File: src/rtl/lsu_pkg.sv
// Shared types for the load/store unit: controller state encoding, legal lane masks
// and small mask helpers used by both the controller and the lane aligner.
package lsu_pkg;

   typedef enum logic [1:0] {
      IDLE = 2'd0,
      REQ  = 2'd1,
      WAIT = 2'd2
   } lsu_state_e;

   localparam logic [3:0] MASK_B0 = 4'b0001;
   localparam logic [3:0] MASK_B1 = 4'b0010;
   localparam logic [3:0] MASK_B2 = 4'b0100;
   localparam logic [3:0] MASK_B3 = 4'b1000;
   localparam logic [3:0] MASK_H0 = 4'b0011;
   localparam logic [3:0] MASK_H1 = 4'b1100;
   localparam logic [3:0] MASK_W  = 4'b1111;

   function automatic logic mask_legal(input logic [3:0] m);
      case (m)
         MASK_B0, MASK_B1, MASK_B2, MASK_B3, MASK_H0, MASK_H1, MASK_W: return 1'b1;
         default: return 1'b0;
      endcase
   endfunction

   // Index of the lowest enabled byte lane; the lane the right-justified data maps to.
   function automatic logic [1:0] lane_index(input logic [3:0] m);
      if (m[0])      return 2'd0;
      else if (m[1]) return 2'd1;
      else if (m[2]) return 2'd2;
      else           return 2'd3;
   endfunction

endpackage

File: src/rtl/lsu_align.sv
// Combinational byte-lane aligner: places right-justified store data onto its lanes and
// pulls load data off its lanes, truncating and extending it to a right-justified word.
module lsu_align
   import lsu_pkg::*;
(
   input  logic [3:0]  st_mask,
   input  logic [31:0] st_data,
   output logic [31:0] st_word,
   input  logic [3:0]  ld_mask,
   input  logic        ld_sx,
   input  logic [31:0] ld_word,
   output logic [31:0] ld_data
);

   logic [1:0]  st_k;
   logic [1:0]  ld_k;
   logic [31:0] ld_shift;

   always_comb begin
      st_k     = lane_index(st_mask);
      st_word  = st_data << {st_k, 3'b000};
      ld_k     = lane_index(ld_mask);
      ld_shift = ld_word >> {ld_k, 3'b000};
      case (ld_mask)
         MASK_W:           ld_data = ld_shift;
         MASK_H0, MASK_H1: ld_data = {{16{ld_sx & ld_shift[15]}}, ld_shift[15:0]};
         default:          ld_data = {{24{ld_sx & ld_shift[7]}}, ld_shift[7:0]};
      endcase
   end

endmodule

File: src/rtl/lsu_ctrl.sv
// Load/store unit controller: accepts one request at a time from execute, issues it to
// data memory with a hold-until-grant request, and returns aligned load data.
module lsu_ctrl
   import lsu_pkg::*;
(
   input  logic        clk,
   input  logic        rstn,
   input  logic [31:0] lsu_a,
   input  logic [3:0]  lsu_we,
   input  logic [31:0] lsu_wd,
   input  logic [3:0]  lsu_re,
   input  logic        lsu_sx,
   output logic        lsu_vld,
   output logic [31:0] lsu_rd,
   output logic        lsu_busy,
   output logic        lsu_err,
   output logic        dm_req,
   input  logic        dm_gnt,
   output logic [31:0] dm_adr,
   output logic [3:0]  dm_we,
   output logic [31:0] dm_wd,
   input  logic        dm_rvld,
   input  logic [31:0] dm_rd,
   output logic [1:0]  dbg_state
);

   // Handshake: dm_req/dm_adr/dm_we/dm_wd stay stable from the cycle dm_req rises until
   // the cycle dm_gnt is seen high (transfer on that edge); a load then completes on the
   // first later edge with dm_rvld high. dm_gnt/dm_rvld outside those windows are ignored.
   lsu_state_e state, state_nxt;

   logic        req_st, req_ld, req_ok;
   logic [3:0]  req_mask;
   logic        accept, err_nxt, vld_nxt;
   logic [3:0]  mask_q;
   logic        sx_q;
   logic [31:0] st_word, ld_data;

   lsu_align u_align (
      .st_mask (lsu_we),
      .st_data (lsu_wd),
      .st_word (st_word),
      .ld_mask (mask_q),
      .ld_sx   (sx_q),
      .ld_word (dm_rd),
      .ld_data (ld_data)
   );

   always_comb begin
      req_st    = |lsu_we;
      req_ld    = |lsu_re;
      req_mask  = req_st ? lsu_we : lsu_re;
      req_ok    = !(req_st && req_ld) && mask_legal(req_mask);
      state_nxt = state;
      accept    = 1'b0;
      err_nxt   = 1'b0;
      vld_nxt   = 1'b0;
      case (state)
         IDLE: begin
            if (req_st || req_ld) begin
               if (req_ok) begin
                  accept    = 1'b1;
                  state_nxt = REQ;
               end else begin
                  err_nxt = 1'b1;
               end
            end
         end
         REQ: begin
            // A captured store always has a nonzero lane mask, a load has dm_we == 0.
            if (dm_gnt) state_nxt = (dm_we == 4'b0000) ? WAIT : IDLE;
         end
         WAIT: begin
            if (dm_rvld) begin
               vld_nxt   = 1'b1;
               state_nxt = IDLE;
            end
         end
         default: state_nxt = IDLE;
      endcase
   end

   always_ff @(posedge clk) begin
      if (!rstn) begin
         state   <= IDLE;
         lsu_vld <= 1'b0;
         lsu_rd  <= 32'h0;
         lsu_err <= 1'b0;
         dm_adr  <= 32'h0;
         dm_we   <= 4'h0;
         dm_wd   <= 32'h0;
         mask_q  <= 4'h0;
         sx_q    <= 1'b0;
      end else begin
         state   <= state_nxt;
         lsu_vld <= vld_nxt;
         lsu_err <= err_nxt;
         if (accept) begin
            dm_adr <= lsu_a & 32'hFFFF_FFFC;
            dm_we  <= req_st ? lsu_we : 4'h0;
            dm_wd  <= req_st ? st_word : 32'h0;
            mask_q <= req_mask;
            sx_q   <= lsu_sx;
         end
         if (vld_nxt) lsu_rd <= ld_data;
      end
   end

   assign dm_req    = (state == REQ);
   assign lsu_busy  = (state != IDLE);
   assign dbg_state = state;

endmodule

File: config.mk
export PLATFORM = sky130hd
export DESIGN_NAME = lsu_ctrl
export DESIGN_NICKNAME = d
export VERILOG_FILES = /design/src/rtl/lsu_pkg.sv /design/src/rtl/lsu_align.sv /design/src/rtl/lsu_ctrl.sv
export SDC_FILE = /design/constraint.sdc
export NUM_CORES = 1
export LEC_CHECK = 0
export BUFFER_PORTS_ARGS = -buffer_cell sky130_fd_sc_hd__buf_2
export CORE_UTILIZATION = 26
export CTS_CLUSTER_DIAMETER = 40
export DETAILED_ROUTE_END_ITERATION = 12
export PLACE_DENSITY = 0.48
export SLEW_MARGIN = 20
export SYNTH_ARGS = -nofsm -noshare
export SYNTH_HDL_FRONTEND = slang
export SYNTH_SLANG_ARGS = --single-unit
File: constraint.sdc
create_clock -name clk -period 4 [get_ports clk]
set_input_delay 0.8 -clock clk [delete_from_list [all_inputs] [get_ports clk]]
set_output_delay 0.8 -clock clk [all_outputs]
set_load 0.005 [all_outputs]
=== Word-level counts from Yosys, hierarchy flattened ===
Cells that the tools add are included.

* Bits in registers: 107
* Bits of input ports: 109
* Logic and storage cells: 65

* Muxes and demuxes: 23
* Shift operators: 2
* Reductions and logical operators: 13
* Equal/unequal tests: 16
* Bitwise gates (word level): 2

{| class="wikitable"
|+ Operators by type and width
! kind !! count
|-
| 32-bit case mux with 2 select lines || 1
|-
| 32-bit 2-to-1 mux || 1
|-
| 32-bit by 5-bit << shifter with 32-bit output || 1
|-
| 32-bit by 5-bit right shift with 32-bit output || 1
|-
| 4-bit equality test, second input constant || 5
|-
| 2-bit 2-to-1 mux || 9
|-
| 4-bit by 2-bit equality test with 1-bit output, second input constant || 3
|-
| 1-bit 2-to-1 mux || 9
|-
| 4-bit 2-to-1 mux || 2
|-
| 4-bit OR reduction || 2
|-
| 7-bit OR reduction || 1
|-
| 2-bit inequality test, second input constant || 3
|-
| 2-bit case mux with 3 select lines || 1
|-
| 4-bit by 1-bit equality test with 1-bit output, second input constant || 1
|-
| 4-bit by 3-bit equality test with 1-bit output, second input constant || 1
|-
| 4-bit logical NOT || 1
|-
| 4-bit AND reduction || 1
|-
| 3-bit AND reduction || 1
|-
| 1-bit bitwise AND || 2
|-
| 2-bit by 1-bit equality test with 1-bit output, second input constant || 1
|-
| 2-bit equality test, second input constant || 1
|-
| 1-bit logical AND || 2
|-
| 2-bit logical NOT || 1
|-
| 2-bit by 1-bit inequality test with 1-bit output, second input constant || 1
|-
| other kinds (4) || 4
|}

=== Depth between registers and ports, before layout ===
Gate-level depths: netlist (run 1).

* Depth in word-level cells: 9
* Depth in mapped cells: 8

=== Modules after synthesis ===
From an unflattened synthesis (run 1), not the netlist that was laid out.

* Cells, all modules: 665
* Area, all modules: 5650.4 um^2

{| class="wikitable"
|+ Modules (own cells, without submodules)
! module !! area an instance (um^2) !! cells an instance !! instances
|-
| lsu_ctrl || 4433.0 || 491 || 1
|-
| lsu_align || 1217.4 || 174 || 1
|}

=== Worst setup path before layout (run 1) ===
Ideal clock, no wire load.

* Path type: input-to-reg
* Start point: input lsu_we[0]
* End point: register mask_q[1]
* Setup time: 0.116 ns
* Slack: 1.724 ns
* Arrival time: 2.160 ns
* Stages: 8
* Cell sequence: buf_6 -> or2_4 -> nor3_4 -> o2111ai_2 -> and2_1 -> buf_6 -> buf_6 -> o211a_1

* Word-level cells in the longest chain between the ends: 9
* Elaborated cells on any way between the ends: 18
* Classes of those cells: eq/ne (7); mux (5); reduce/logical (6)

{| class="wikitable"
|+ RTL lines
! element !! line !! RTL
|-
| start, declared || lsu_ctrl.sv:9 || <nowiki>input logic [3:0] lsu_we,</nowiki>
|-
| 4-bit OR reduction || lsu_ctrl.sv:50 || <nowiki>req_st = |lsu_we;</nowiki>
|-
| 4-bit 2-to-1 mux || lsu_ctrl.sv:52 || <nowiki>req_mask = req_st ? lsu_we : lsu_re;</nowiki>
|-
| 4-bit by 1-bit equality test with 1-bit output (tied with other cells) || lsu_pkg.sv:20 || <nowiki>case (m)</nowiki>
|-
| 7-bit OR reduction || lsu_pkg.sv:20 ||
|-
| 1-bit 2-to-1 mux || lsu_pkg.sv:20 ||
|-
| 1-bit logical AND || lsu_ctrl.sv:53 || <nowiki>req_ok = !(req_st && req_ld) && mask_legal(req_mask);</nowiki>
|-
| 1-bit 2-to-1 mux || lsu_ctrl.sv:61 || <nowiki>if (req_ok) begin</nowiki>
|-
| 1-bit 2-to-1 mux || lsu_ctrl.sv:60 || <nowiki>if (req_st || req_ld) begin</nowiki>
|-
| 1-bit 2-to-1 mux || lsu_ctrl.sv:58 || <nowiki>case (state)</nowiki>
|-
| end signal, assigned || lsu_ctrl.sv:102 || <nowiki>mask_q <= req_mask;</nowiki>
|-
| end, declared || lsu_ctrl.sv:35 || <nowiki>logic [3:0] mask_q;</nowiki>
|}

Several ways; a longest one is shown, not always the timed one.
A chain may end at the register's enable or synchronous reset.

=== Final worst setup path (run 1) ===
* Start point: input lsu_we[1]
* End point: register dm_adr[31]

* Word-level cells in the longest chain between the ends: 9
* Elaborated cells on any way between the ends: 18
* Classes of those cells: eq/ne (7); mux (5); reduce/logical (6)

{| class="wikitable"
|+ RTL lines
! element !! line !! RTL
|-
| 4-bit OR reduction || lsu_ctrl.sv:50 ||
|-
| 4-bit 2-to-1 mux || lsu_ctrl.sv:52 ||
|-
| 4-bit by 1-bit equality test with 1-bit output (tied with other cells) || lsu_pkg.sv:20 ||
|-
| 7-bit OR reduction || lsu_pkg.sv:20 ||
|-
| 1-bit 2-to-1 mux || lsu_pkg.sv:20 ||
|-
| 1-bit logical AND || lsu_ctrl.sv:53 ||
|-
| 1-bit 2-to-1 mux || lsu_ctrl.sv:61 ||
|-
| 1-bit 2-to-1 mux * || lsu_ctrl.sv:60 ||
|-
| 1-bit 2-to-1 mux * || lsu_ctrl.sv:58 ||
|-
| end signal, assigned || lsu_ctrl.sv:99 || <nowiki>dm_adr <= lsu_a & 32'hFFFF_FFFC;</nowiki>
|-
| end, declared || lsu_ctrl.sv:19 || <nowiki>output logic [31:0] dm_adr,</nowiki>
|}

Mark *: on every way between the ends. The rest lies on a longest branch, timed or not.

==> run summary, run 1 <==
Clock root buffer - clkbuf_16
Multi-input gate area - 2720 um2
Area post-placement - 6340 um2
Post-route DRC violation count - 0
NetSw - 0.000647 W
Largest net degree at the start of global routing - 66
Most common flop cell mapped by yosys - dfxtp_1
Yosys warns - 0
Synth cell count leaders - nand2_1 (148), dfxtp_1 (107), mux2i_1 (47)
# resized after CTS - 0
Layout cell share with drive strength beyond 1 - 30.2%
Post-synth cell types - 45
Crit path to - dm_adr[31]$_SDFFE_PN0P_
Max-cap violations - 0
Die X - 143 um
Core area - 19500 um2
1st-pass router iterations - 6
Fin. max-slew vios - 0
Nets - 911
Die area - 20400 um2
Fillers - 2102
Worst R2R Path Depth - 5
Synthesized area per cell - 8.13 um2
Switching fraction of total power - 27.2%
Post-DP HPWL - 11800 um
CTS tree - done
Peak VDD IR - 0.236 mV
Flops & latches, synth - 107
Final std cells w/o fill - 1072
Async set or reset register ratio after synthesis - 0%
Die H - 143 um
Gate power share - 13.1%
Critical R2R Launch - mask_q[0]$_SDFFE_PN0P_
DR WL/cell - 15.7 um
Vias - 5054
Utilization after layout - 34.2%
Crit path time final - 2.53 ns
Cell taking the most area after synthesis - dfxtp_1
Total track usage - 16.0%
PwrDens - 357 nW/um2
Syn Inst Count - 633
CTS clk-pin slew, worst paths - 0.08 ns
RR Endpoint - lsu_rd[23]$_SDFFE_PN0P_
Vias in the first global route - 4685
Final Skew - 0.00936 ns
Routed wire length - 16800 um
Hold buffers post-CTS - 0
Synth top area cells - dfxtp_1 (42%), nand2_1 (11%), mux2i_1 (9.1%)
GR Overflow Total - 0
Starting Density - 26.5%
LEAKAGE - 3.01 nW
Critical Path Start Type - primary input
Buffers on Ports - 210
Final Setup Violations - 0
Ant diodes - 0
Worst-Skew Late Latency - 0.35 ns
Via density - 4.71
Pint - 0.00173 W
Outcome - finished clean
First-pass GRT wire length - 25400 um
Number of routed nets with antenna violations - 0
Number of synthesized flops with an enable pin - 0
Setup_tns - 0 ns
Worst-path fanout max - 49
1st-iter DRT viols - 374
Clock power frac - 40.1%
Worst Hold Slack - 0.449 ns
# rows - 51
Slew margin rel. - 55.2%
R2R Setup Slk - 1.68 ns
# Post-CTS Setup Buffers - 0
Worst Setup End Kind - register
CP cell instances - buf_2 -> or2_4 -> o21bai_1 -> a21oi_4 -> and2_4 -> buf_12 -> mux2i_1
Crit Path Category - in -> reg
Sequential area share after synthesis - 41.6%
CTS Buf Count - 9
Fmax - 396 MHz
Most numerous cell in the Yosys netlist - nand2_1
Max incr delay on CP - 0.42 ns
Fin crit share - 63.2%
Final Hold Fails - 0
CTS H-Tree Depth - 3
CP Data Arrival Time - 2.81 ns
Synth top area share - 41.6%
Initial antenna violation count - 1
Area growth syn-to-layout - 29.2%
Area of the mapped netlist - 5150 um2
Critical Path Slowest Stage Cell - and2_4
Inst Count DP - 1056
Crit path from - lsu_we[1]
RSZ-0062 raised after global routing - no
Critical Path RT - 4.28 ns
Io pins - 215
GPL Wtd Cong - 0.786
Post-route cell area - 6650 um2
Clock Path Buffers - 2
Register area - 2140 um2
Hold Path Class - reg -> reg
Seq pwr share - 46.8%
Clk sink count - 107
Worst-Margin Slew - 0.670 ns
-- critical path, delay by kind of cell --
kind / cells / cell delay, ns
multiplexers: 1 / 0.23
buffers and inverters: 2 / 0.58
AND/OR/NAND/NOR: 2 / 0.76
AO/OA/AOI/OAI: 2 / 0.39
-- power groups by stage --
stage | sequential [W] | combinational [W] | clock, W
after floorplan | 0.00114 | 0.000175 | 0
after global placement | 0.00114 | 0.000313 | 0
after detailed placement | 0.00114 | 0.000313 | 0
after CTS | 0.00111 | 0.000313 | 0.000995
after global routing | 0.00112 | 0.000345 | 0.00104
final | 0.00111 | 0.000311 | 0.000951
-- how the worst min path moves through the flow --
stage                      startpoint                     end  slack (ns)  depth (start not counted)
2_1_floorplan   dm_wd[0]$_SDFFE_PN0P_   dm_wd[0]$_SDFFE_PN0P_        0.44                          2
3_3_place_gp   dm_wd[17]$_SDFFE_PN0P_  dm_wd[17]$_SDFFE_PN0P_        0.44                          2
3_5_place_dp   dm_wd[31]$_SDFFE_PN0P_  dm_wd[31]$_SDFFE_PN0P_        0.44                          2
4_1_cts        dm_wd[31]$_SDFFE_PN0P_  dm_wd[31]$_SDFFE_PN0P_        0.45                          2
5_1_grt        dm_wd[17]$_SDFFE_PN0P_  dm_wd[17]$_SDFFE_PN0P_        0.47                          2
6_report       dm_wd[17]$_SDFFE_PN0P_  dm_wd[17]$_SDFFE_PN0P_        0.45                          2
-- cell usage in the layout, fill, tap and decap left out, types with 5 or more instances in the layout --
cell,netlist,layout
dfxtp_1,107,107
mux2i_1,47,47
buf_4,3,10
o21ai_1,36,36
nand2_1,148,148
nand4_1,28,28
a221oi_1,10,10
o31ai_1,8,8
o21ai_0,46,46
a21oi_1,35,35
nor2_1,5,5
a22oi_1,23,23
nand3_1,13,13
nor2b_1,17,17
o211a_1,12,12
clkbuf_16,0,9
buf_2,5,209
-- metal layers --
metal  track usage, %  vias up  part of all wire [%]
li1                 -     2585                     -
met1             21.9     2325                    48
met2             24.6      126                    45
met3             4.19       16                   5.3
met4             4.58        2                   1.2
met5                0        -                 0.077
-- cell type report --
type | instances | share of cell area [%]
repair buffers | 220 | 17.2
multi-input cells | 462 | 40.9
well taps | 265 | 4.98
inverters | 2 | 0.113
clock inverters | 6 | 1.26
flip-flops and latches | 107 | 32.2
clock buffers | 10 | 3.44
-- through the flow --
stage                     setup WS, ns  total power (W)
after floorplan                   1.72          0.00131
after global placement            1.13          0.00145
after detailed placement          1.10          0.00145
after CTS                         1.47          0.00242
after global routing              1.25          0.00250
final                             1.47          0.00237
-- flip-flops by register name (all words and copies together), names as in the netlist --
register   flops
dbg_state      2
mask_q         4
dm_wd         32
dm_adr        30
lsu_err        1
sx_q           1
dm_we          4
lsu_vld        1
lsu_rd        32
-- cells by family after synthesis --
logic type | Yosys count | synth area share, %
buffers and inverters | 65 | 6.10
AOI/OAI and AO/OA | 183 | 22.2
muxes | 47 | 9.14
other | 1 | 0.0728
and+or+nand+nor | 229 | 20.7
xor gates and xnor gates | 1 | 0.170
DFF | 107 | 41.6
Note: power is estimated with default switching activity, not from simulation.
==> inputs of run 2 (changes only) <==
clock period = 2.4 ns   (was 4 ns; I/O delays follow)
==> run 2 against run 1 <==
First-iteration DRC count decreased by 5.9%. Total power rose by 63%. Clock power is 56% higher. Critical path type unchanged. Largest power group unchanged.
==> run summary, run 2 (synthesized netlist as in run 1, its figures left out) <==
Fmax - 537 MHz
Peak VDD IR - 0.299 mV
Hold buffers post-CTS - 0
Critical Path RT - 2.68 ns
Buf/Inv on CP - 2
Final Hold Fails - 0
Via density - 4.71
CTS Buf Count - 9
Core area - 19500 um2
Routed wire length - 17000 um
Nets - 921
Clk sink count - 107
1st-iter DRT viols - 352
Initial antenna violation count - 1
Fin. max-slew vios - 0
CTS H-Tree Depth - 3
Worst Hold Slack - 0.358 ns
Pint - 0.00281 W
GR Overflow Total - 0
Max incr delay on CP - 0.43 ns
Hold Path Class - in -> reg
DR WL/cell - 15.7 um
Multi-input gate area - 2720 um2
Max-cap violations - 0
CTS tree - done
Post-DP HPWL - 12200 um
Worst-Margin Slew - 0.566 ns
Setup_tns - 0 ns
Number of routed nets with antenna violations - 0
Commonest non-fill, non-tap cell in the layout - buf_2
Crit path time final - 1.86 ns
NetSw - 0.00107 W
Seq pwr share - 47.9%
Crit Path Category - in -> reg
CP Data Arrival Time - 2.15 ns
CTS clk-pin slew, worst paths - 0.08 ns
Vias in the first global route - 4775
Area growth syn-to-layout - 31.2%
Critical Path Start Type - primary input
Clock Path Buffers - 2
Largest registers - dm_wd: 32 flops, lsu_rd: 32 flops, dm_adr: 30 flops
Crit path max-delay family - simple AND/OR/NAND/NOR gates
Worst Setup End Kind - register
GPL Wtd Cong - 0.784
# Post-CTS Setup Buffers - 0
# resized after CTS - 0
RSZ-0062 raised after global routing - no
Fillers - 2100
PwrDens - 573 nW/um2
Io pins - 215
Worst-path fanout max - 21
Die H - 143 um
Clock power frac - 38.2%
Worst-Skew Late Latency - 0.36 ns
Switching fraction of total power - 27.5%
Final Skew - 0.0109 ns
Layout cell share with drive strength beyond 1 - 31.1%
Utilization after layout - 34.7%
Total track usage - 16.5%
Clock root buffer - clkbuf_16
Fin crit share - 77.7%
Vias - 5101
Post-route DRC violation count - 0
Buffers on Ports - 210
First-pass GRT wire length - 26000 um
LEAKAGE - 3.06 nW
Die area - 20400 um2
Critical Path Slowest Stage Cell - nor4_1
Starting Density - 26.5%
1st-pass router iterations - 4
Most frequent cells in the layout - buf_2 (209), nand2_1 (148), dfxtp_1 (107)
Register area - 2140 um2
Outcome - finished clean
CP cell instances - buf_2 -> nor4_1 -> o21ai_1 -> a21oi_4 -> and2_4 -> buf_12 -> mux2i_1
Largest net degree at the start of global routing - 113
Die X - 143 um
Slew margin rel. - 62.2%
Gate power share - 13.9%
Ant diodes - 0
Final Setup Violations - 0
# rows - 51
run 2: changes by cell type in the layout (fill, tap and decap cells not counted):
cell and change:
clkbuf_8 +1, inv_8 -1, buf_12 +4, inv_6 -1
clkinvlp_4 +2, bufinv_16 -1, buf_4 +6
run 2: through the flow:
| stage | cells | setup slack (ns) | area [um2] | total power (W) |
|---|---|---|---|---|
| after floorplan | 634 | 0.444 | 5150 | 0.00218 |
| after global placement | 1066 | 0.173 | 6460 | 0.00244 |
| after detailed placement | 1066 | 0.149 | 6460 | 0.00244 |
| after CTS | 1082 | 0.532 | 6760 | 0.00393 |
| after global routing | 1082 | 0.257 | 6760 | 0.00406 |
| final | 1082 | 0.536 | 6760 | 0.00387 |
run 2: worst paths after layout:
path | endpoint | cells after the start | startpoint | slack, ns
min | dm_adr[9]$_SDFFE_PN0P_ | 3 | lsu_a[9] | 0.36
max | dm_adr[3]$_SDFFE_PN0P_ | 7 | lsu_re[1] | 0.54
max reg2reg | lsu_rd[0]$_SDFFE_PN0P_ | 6 | mask_q[0]$_SDFFE_PN0P_ | 0.59
min reg2reg | dm_wd[17]$_SDFFE_PN0P_ | 2 | dm_wd[17]$_SDFFE_PN0P_ | 0.45
run 2: area by class of cell:
class | instances | share of cell area [%]
Timing Repair Buffer | 230 | 18.7
Tap cell | 265 | 4.91
Inverter | 2 | 0.111
Clock buffer | 11 | 3.59
Clock inverter | 5 | 0.722
Sequential cell | 107 | 31.7
Multi-Input combinational cell | 462 | 40.2
run 2: power by group through the flow:
stage	Clock (W)	Sequential (W)	Combinational [W]
global route	0.00160	0.00186	0.000596
floorplan	0	0.00189	0.000292
detailed placement	0	0.00189	0.000541
finish	0.00148	0.00185	0.000538
CTS	0.00153	0.00185	0.000542
global placement	0	0.00189	0.000541
run 2: metal layers:
layer | up-vias | GRT usage [%] | part of all wire (%)
li1 | 2616 | - | -
met1 | 2311 | 22.1 | 49
met2 | 144 | 24.9 | 43
met3 | 28 | 4.46 | 5.7
met4 | 2 | 6.73 | 2.4
met5 | - | 0 | 0.077
run 2: worst min-delay path, cell delays in order:
cell and delay (ns):
buf_2 0.09, nand2_1 0.04, mux2i_1 0.05
==> inputs of run 3 (changes only) <==
PLACE_DENSITY = 0.49   (was 0.48)
clock period = 1.58 ns   (was 2.4 ns; I/O delays follow)
==> run 3 against run 2 <==
Hold slack got worse by 0.16 ns. Sequential cell count unchanged. Highest routed layer is now met4. First-iteration DRC count down 6.3%. Critical path type is now reg -> reg. Critical path depth shrank 1.
==> run summary, run 3 (synthesized netlist as in run 1, its figures left out) <==
Ant diodes - 0
Utilization after layout - 36.9%
Fillers - 2051
Area growth syn-to-layout - 39.5%
Most frequent cells in the layout - buf_2 (209), nand2_1 (147), dfxtp_1 (104)
1st-iter DRT viols - 330
PnR Total Power - 0.00598 W
GPL Wtd Cong - 0.817
Vias - 5281
Worst-Margin Slew - 0.686 ns
Area post-placement - 6810 um2
Post-route cell area - 7180 um2
Critical Path RT - 1.83 ns
CTS H-Tree Depth - 3
Final Hold Fails - 0
Clk sink count - 107
Initial antenna violation count - 0
Largest net degree at the start of global routing - 44
Hold Path Class - in -> reg
LEAKAGE - 3.26 nW
# rows - 51
Fin. max-slew vios - 0
Final Skew - 0.0148 ns
Fmax - 664 MHz
CTS tree - done
GR Overflow Total - 0
Crit path time final - 1.51 ns
Die H - 143 um
Nets - 955
Final Setup Violations - 0
Worst-path fanout max - 8
DR WL/cell - 15.3 um
Final std cells w/o fill - 1116
Clock root buffer - clkbuf_16
Worst Setup End Kind - register
Inst Count DP - 1098
Max-cap violations - 0
PwrDens - 832 nW/um2
CTS Buf Count - 9
CTS clk-pin slew, worst paths - 0.09 ns
Fin crit share - 95.4%
Layout cell share with drive strength beyond 1 - 36.8%
CP Data Arrival Time - 1.76 ns
Die X - 143 um
Worst-Skew Late Latency - 0.36 ns
Number of routed nets with antenna violations - 0
Post-DP HPWL - 12300 um
RSZ-0062 raised after global routing - no
Vias in the first global route - 4843
Slew margin rel. - 53.8%
Critical Path Start Type - register
Peak VDD IR - 0.441 mV
Buffers on Ports - 210
Crit Path Category - reg -> reg
Largest registers - dm_wd: 32 flops, lsu_rd: 32 flops, dm_adr: 30 flops
Clock Path Buffers - 2
Die area - 20400 um2
1st-pass router iterations - 4
Hold buffers post-CTS - 0
Commonest non-fill, non-tap cell in the layout - buf_2
Io pins - 215
Routed wire length - 17100 um
Via density - 4.73
Outcome - finished clean
Post-route DRC violation count - 0
Starting Density - 26.5%
Core area - 19500 um2
First-pass GRT wire length - 26200 um
Total track usage - 16.6%
-- run 3: final timing paths --
kind | startpoint | endpoint | slack [ns] | cells after the start
worst max-delay path | mask_q[1]$_SDFFE_PN0P_ | lsu_rd[23]$_SDFFE_PN0P_ | 0.07 | 6
worst min-delay path | lsu_a[5] | dm_adr[5]$_SDFFE_PN0P_ | 0.19 | 3
worst max register to register | mask_q[1]$_SDFFE_PN0P_ | lsu_rd[23]$_SDFFE_PN0P_ | 0.07 | 6
worst min register to register | dm_wd[28]$_SDFFE_PN0P_ | dm_wd[28]$_SDFFE_PN0P_ | 0.45 | 2
-- run 3: layout make-up --
cell class	instances	area (um2)	area share [%]
clock inverters	7	61.3	0.853
repair buffers	263	1580	22.0
multi-input cells	463	2830	39.4
flip-flops and latches	107	2150	29.9
well taps	265	332	4.62
clock buffers	9	225	3.13
inverters	2	7.51	0.104
-- run 3: stage by stage --
stage	hold slack [ns]	setup slack [ns]	setup TNS, ns
2_1_floorplan	0.445	-0.210	-10.81
3_3_place_gp	0.437	-0.302	-21.89
3_5_place_dp	0.438	-0.375	-25.88
4_1_cts	0.179	0.00139	0
5_1_grt	0.188	0.0111	0
6_report	0.195	0.0734	0
-- run 3: routing by layer --
metal	wire length, um	GRT usage, %
met5	0	0
met4	311	6.00
met3	1130	4.43
met2	7480	25.0
met1	8170	22.6
-- run 3: what timing repair did --
action                     CTS  global route
gates resized for setup      7            11
cloned                       1             0
buffers inserted             1             0
pin swaps                    1             0
setup endpoints to repair   16            93
-- run 3: worst max-delay path: stages, from the launching register on --
cell	delay [ns]
dfxtp_4	0.41
and4bb_2	0.28
a31oi_2	0.06
a31oi_2	0.19
buf_4	0.16
o31a_4	0.24
a21oi_2	0.07
-- run 3: report_power, final --
| group | internal [W] | switching [W] |
|---|---|---|
| clock | 0.00110 | 0.00115 |
| combinational | 0.000426 | 0.000488 |
| sequential | 0.00277 | 0.0000486 |
| total | 0.00429 | 0.00169 |
